--- src/rtl/full_adder_16bit_pkg.sv ---
// Shared constants for the 16-bit ripple adder.
// Holds the default width, reset value and overflow helper.
package full_adder_16bit_pkg;

   localparam int FA_WIDTH = 16;

   // Registered outputs reset to all zeros.
   localparam logic FA_RST_BIT = 1'b0;

   // Signed overflow: carry into MSB differs from carry out of MSB.
   function automatic logic signed_ovf(
      input logic c_into_msb,
      input logic c_out_msb
   );
      return c_into_msb ^ c_out_msb;
   endfunction

endpackage

--- src/rtl/full_adder_1bit.sv ---
// Single-bit full adder cell.
// One stage of the ripple-carry chain.
module full_adder_1bit (
   input  logic a,
   input  logic b,
   input  logic cin,
   output logic sum,
   output logic cout
);

   // Sum and majority carry for one bit.
   always_comb begin
      sum  = a ^ b ^ cin;
      cout = (a & b) | (a & cin) | (b & cin);
   end

endmodule

--- src/rtl/full_adder_16bit.sv ---
// Ripple-carry adder with combinational and registered results.
// Registered side also carries a signed-overflow flag.
module full_adder_16bit
   import full_adder_16bit_pkg::*;
#(
   parameter int WIDTH = FA_WIDTH
) (
   input  logic [WIDTH-1:0] a,
   input  logic [WIDTH-1:0] b,
   input  logic             cin,
   output logic [WIDTH-1:0] sum,
   output logic             cout,
   input  logic             clk,
   input  logic             rst_n,
   output logic [WIDTH-1:0] sum_q,
   output logic             cout_q,
   output logic             ovf_q
);

   logic [WIDTH:0]   c;
   logic [WIDTH-1:0] sum_d;
   logic             cout_d;
   logic             ovf_d;

   assign c[0] = cin;

   for (genvar i = 0; i < WIDTH; i++) begin : g_stage
      full_adder_1bit u_fa (
         .a    (a[i]),
         .b    (b[i]),
         .cin  (c[i]),
         .sum  (sum[i]),
         .cout (c[i+1])
      );
   end

   assign cout = c[WIDTH];

   // Next-state values for the output register.
   always_comb begin
      sum_d  = sum;
      cout_d = cout;
      ovf_d  = signed_ovf(c[WIDTH-1], c[WIDTH]);
   end

   // Capture results each edge; async reset clears them.
   always_ff @(posedge clk or negedge rst_n) begin
      if (!rst_n) begin
         sum_q  <= {WIDTH{FA_RST_BIT}};
         cout_q <= FA_RST_BIT;
         ovf_q  <= FA_RST_BIT;
      end else begin
         sum_q  <= sum_d;
         cout_q <= cout_d;
         ovf_q  <= ovf_d;
      end
   end

endmodule

--- config.mk ---
export PLATFORM = sky130hd
export DESIGN_NAME = full_adder_16bit
export DESIGN_NICKNAME = d
export VERILOG_FILES = /design/src/rtl/full_adder_16bit_pkg.sv /design/src/rtl/full_adder_1bit.sv /design/src/rtl/full_adder_16bit.sv
export SDC_FILE = /design/constraint.sdc
export NUM_CORES = 1
export LEC_CHECK = 0
export ABC_AREA = 1
export CAP_MARGIN = 25
export CORE_AREA = 2 2 59 61
export DETAILED_ROUTE_END_ITERATION = 6
export DIE_AREA = 0 0 61 63
export PLACE_DENSITY = 0.74
export SKIP_CTS_REPAIR_TIMING = 1
export SKIP_LAST_GASP = 1
export SLEW_MARGIN = 20
export SYNTH_ARGS = -nofsm -noshare
export SYNTH_HDL_FRONTEND = slang
export SYNTH_SLANG_ARGS = --single-unit
--- constraint.sdc ---
create_clock -name clk -period 16.4 [get_ports clk]
set_clock_uncertainty 0.2 [all_clocks]
set_input_delay 4.92 -clock clk [delete_from_list [all_inputs] [get_ports clk]]
set_output_delay 4.92 -clock clk [all_outputs]
set_load 0.01 [all_outputs]
# == Yosys cells after proc, flatten, opt, wreduce, memory -nomap -nowiden ==
# Cells that the tools add are included.
# word_totals
elab_cells,116
out_inout_bits,35
input_bits,35
ff_bits,18
# classes
bitwise_logic,113
# ops
operator,count
$and 1x1->1,48
$xor 1x1->1,33
$or 1x1->1,32

# == Logic depth before layout (Yosys ltp) ==
# depth
word_depth,49
depth_mapped,22
mapped_depth_nobuf,22

# == By module ==
# Synthesis repeated with hierarchy kept, for this count alone.
# hier_totals
hier_cells,39
area_unflattened_um2,789.5
# by_module_without_submodules
mod,n_inst,seq_area_each_um2,cells_per_inst,area_per_inst_um2
full_adder_16bit,1,450.4,23,469.2
full_adder_1bit,16,0.0,1,20.0

# == Worst setup path before layout ==
# OpenSTA, ideal clock, no wires.
# synth_path
path_type,in2out
startpoint,input port a[0]
endpoint,output port sum[15]
slack_ps,136
n_path_buf,1
cell_stages,21
t_arrival_ps,11144
t_required_ps,11280
path_cell_list,inv_1 > fa_1 > inv_1 > fa_1 > fa_1 > fa_1 > fa_1 > fa_1 > fa_1 > fa_1 > fa_1 > fa_1 > fa_1 > fa_1 > fa_1 > fa_1 > fa_1 > inv_1 > fa_1 > inv_1 > buf_4
# synth_between
elab_chain_len,46
word_cells_on_any_way,61
classes_between,bitwise: 61
# synth_lines
element,line,rtl
"start, declared",full_adder_16bit.sv:8,"input logic [WIDTH-1:0] a,"
$and 1x1->1,full_adder_1bit.sv:14,cout = (a & b) | (a & cin) | (b & cin);
$or 1x1->1 (*) (2 in series),full_adder_1bit.sv:14,
$and 1x1->1,full_adder_1bit.sv:14,
$or 1x1->1,full_adder_1bit.sv:14,
$or 1x1->1 (*),full_adder_1bit.sv:14,
$and 1x1->1,full_adder_1bit.sv:14,
$or 1x1->1,full_adder_1bit.sv:14,
$or 1x1->1 (*),full_adder_1bit.sv:14,
[... 29 more ...],--,
$or 1x1->1 (*),full_adder_1bit.sv:14,
$and 1x1->1,full_adder_1bit.sv:14,
$or 1x1->1,full_adder_1bit.sv:14,
$or 1x1->1 (*),full_adder_1bit.sv:14,
$and 1x1->1,full_adder_1bit.sv:14,
$or 1x1->1,full_adder_1bit.sv:14,
$or 1x1->1 (*),full_adder_1bit.sv:14,
$xor 1x1->1 (*),full_adder_1bit.sv:13,sum = a ^ b ^ cin;
"end, declared",full_adder_16bit.sv:11,"output logic [WIDTH-1:0] sum,"
# Mark *: on every way between the ends. The rest lies on a longest branch, timed or not.

# == Worst setup path after layout ==
# layout_path
startpoint,input port b[0]
endpoint,output port sum[15]
# layout_between
elab_chain_len,46
word_cells_on_any_way,61
classes_between,bitwise: 61
# layout_lines
element,line,rtl
"start, declared",full_adder_16bit.sv:9,"input logic [WIDTH-1:0] b,"
$and 1x1->1,full_adder_1bit.sv:14,
$or 1x1->1,full_adder_1bit.sv:14,
$or 1x1->1 (*),full_adder_1bit.sv:14,
$and 1x1->1,full_adder_1bit.sv:14,
$or 1x1->1,full_adder_1bit.sv:14,
$or 1x1->1 (*),full_adder_1bit.sv:14,
$and 1x1->1,full_adder_1bit.sv:14,
$or 1x1->1,full_adder_1bit.sv:14,
[... 30 more ...],--,
$or 1x1->1 (*),full_adder_1bit.sv:14,
$and 1x1->1,full_adder_1bit.sv:14,
$or 1x1->1,full_adder_1bit.sv:14,
$or 1x1->1 (*),full_adder_1bit.sv:14,
$and 1x1->1,full_adder_1bit.sv:14,
$or 1x1->1,full_adder_1bit.sv:14,
$or 1x1->1 (*),full_adder_1bit.sv:14,
$xor 1x1->1 (*),full_adder_1bit.sv:13,
# Marks and branches as above.

==> metrics.log <==
[metrics] Synth Area in Compound Gates: 0%
[metrics] port buffer count: just under 70
[metrics] Hold Crit Class: input port to flop
[metrics] share of post-route cells with drive strength above 1: 27.9%
[metrics] HP Start: b[1]
[metrics] clock tree from TritonCTS: yes
[metrics] Post-Synthesis Mean Instance Area: 14.9 um^2
[metrics] Ant. Diodes: 0
[metrics] crit start category: input port
[metrics] dominant cell type by area after synthesis: dfrtp_1
[metrics] x dimension of the die: 61 um
[metrics] DRC marker count from the first detailed-route iteration: 11
[metrics] vias in the first global route: 699
[metrics] share of synthesized cell area in and, or, nand and nor gates: about 1.2%
[metrics] Finished Layout Cells: 168
[metrics] area share of the leading cell type in the synthesized netlist: 47.9%
[metrics] max_slew headroom: 45.7%
[metrics] # rows: 21
[metrics] Area contributors post-synth: dfrtp_1 48%, fa_1 34%, buf_4 13%
[metrics] total number of vias: 643
[metrics] post-synthesis share of cell area spent on full adders, half adders and majority gates: between 30% and 40%
[metrics] Final WS setup: -0.0482 ns
[metrics] wire length reported by the detailed router: 2020 um
[metrics] most frequent cells in the layout: 61 x clkdlybuf4s50_1, 18 x dfrtp_1, 16 x fa_2
[metrics] post-placement worst setup slack: -1.02 ns
[metrics] utilization after layout: 51.5%
[metrics] critical path class: input port to output port
[metrics] Slew Limit Fails: 0
[metrics] height of the die: between 60 and 70 um
[metrics] first-pass GRT wire length: 3130 um
[metrics] unrepaired setup endpoints after global routing: yes
[metrics] cell at the slowest stage of the critical path: fa_2
[metrics] post-route DRC violation count: 0
[metrics] most common cell after layout, fill and taps aside: clkdlybuf4s50_1
[metrics] post-layout minimum cycle time: 16.45 ns
[metrics] Crit path arrival time: 11.33 ns
[metrics] WL/cell: 12.0 um
[metrics] nature of the critical path endpoint: output port
[metrics] total number of nets in the final design: approximately 180
[metrics] synth unique cells: 6
[metrics] cell count after synthesis: 63
[metrics] launch point of the critical path: b[0]
[metrics] xor and xnor area share after synthesis: 0%
[metrics] Synthesis Warnings: 0
[metrics] count of final hold-check violations: 0
[metrics] multiplexer fraction of the synthesized cell area: 0%
[metrics] total overflow reported by the global router: 0
[metrics] buffers plus inverters on the worst setup path: 6
[metrics] Die Footprint: 3840 um^2
[metrics] highest cell delay on the worst timing path: 0.44 ns
[metrics] final critical-path share of the clock period: 100%
[metrics] post-synthesis register bit count: 18
[metrics] Max-cap violations: 0
[metrics] initial antenna violation count: 0
[metrics] CTS root buf: clkbuf_4
[metrics] sequential fraction of the synthesis area: 47.9%
[metrics] maximum frequency from static timing analysis: between 0.06 and 0.07 GHz
[metrics] maximum fanout along the worst path: 2
[metrics] Num CTS Buffers: 3
[metrics] total global-route track usage: a little under an eighth
[metrics] estimated wirelength of the detail-placed design: approximately 1600 um
[metrics] number of routed nets with antenna violations: 0
[metrics] number of sinks on the clock net: 18
[metrics] number of buffers on the longest clock path: 2
[metrics] leakage power total: 0.703 nW
[metrics] net count of the mapped netlist: 114
[metrics] critical path's most frequent cell: fa_2
[metrics] Initial DRT Pass Iterations: 2
[metrics] Finish-stage setup viols: 1
[metrics] number of vias per cell after detailed routing: 3.83
[metrics] pwr dens: 87.1 nW/um^2
[metrics] violations in the final reports: negative setup slack
[metrics] area overhead of the layout relative to synthesis: 77.0%
[metrics] Max H-tree Level: 1
[metrics] ordered list of cells on the worst path: buf_6 -> inv_2 -> fa_2 -> inv_2 -> fa_2 -> fa_2 -> fa_2 -> fa_2 -> fa_2 -> fa_2 -> fa_2 -> fa_2 -> fa_2 -> fa_2 -> fa_2 -> fa_2 -> fa_2 -> fa_2 -> inv_2 -> fa_2 -> inv_2 -> buf_6
[metrics] gate family responsible for the most delay along the worst path: adder cells
[metrics] area of the mapped netlist: 940 um^2
[metrics] I/O pin cnt: 70
[metrics] starting density of the core: 29.1%
[metrics] routability-driven placement congestion ratio: 0.652
[metrics] maximum resistive drop on vdd: 0.0000347 V
[metrics] pin slew with the least headroom to its limit: 0.812 ns
[metrics] maximum number of pins on one net before global-route repair: 19
[metrics] required time of the worst setup path: about 11 ns
[metrics] total core area: 3230 um^2
[metrics] register clock-pin slew on the reported worst setup and hold paths: 0.10 ns
[metrics] run status: complete, but fails checks
[metrics] count of placed standard cells including taps: 164
[metrics] largest family of logic cells by synthesized area: adder cells
power breakdown:
group	switching, mW	internal, mW	total (mW)
clock network	0.0128	0.00852	0.0214
registers	0.00190	0.0526	0.0545
logic	0.0262	0.0429	0.0691
synthesized netlist by cell type:
cell type,n
buf_4,16
nand2_1,3
inv_2,1
dfrtp_1,18
fa_1,16
inv_1,9
sequential cells by signal (all words and copies together) (netlist names):
| register | cells |
|---|---|
| cout_q | 1 |
| ovf_q | 1 |
| sum_q | 16 |
final timing paths:
path	end	slack, ns	cells after the start
max in group asynchronous	sum_q[12]$_DFF_PN0_	10.60	1
max	sum[15]	-0.05	22
min in group asynchronous	sum_q[3]$_DFF_PN0_	4.90	1
min	sum_q[1]$_DFF_PN0_	4.78	2
metrics by stage:
stage / hold slack (ns) / setup TNS [ns] / power, mW / area (um^2)
final: 4.78 / -0.0482 / 0.145 / 1660
after global routing: 4.79 / -0.316 / 0.156 / 1660
after CTS: 4.91 / -2.44 / 0.145 / 1610
after detailed placement: 5.24 / -2.37 / 0.122 / 1580
after global placement: 5.23 / -2.08 / 0.121 / 1580
after floorplan: 4.42 / 0 / 0.0861 / 940
logic make-up (layout without fill, tap and decap cells):
family / Yosys count / count (layout)
buffers and inverters: 26 / 85
flip-flops: 18 / 18
adder cells (fa/ha/maj): 16 / 16
AND/OR/NAND/NOR: 3 / 3
layout make-up:
class	count	area, um^2
Fill cell	295	1570
Timing Repair Buffer	72	721
Sequential cell	18	450
Multi-Input combinational cell	19	372
Tap cell	46	57.6
Inverter	10	40.0
Clock buffer	3	22.5
routing by layer:
metal	global-route usage, %	wire [um]	vias to the layer above
li1	-	-	283
met1	10.9	558	321
met2	20.3	1260	37
met3	3.31	175	2
met4	6.52	27	0
met5	0	0	-
Note: power is estimated with default switching activity, not from simulation.
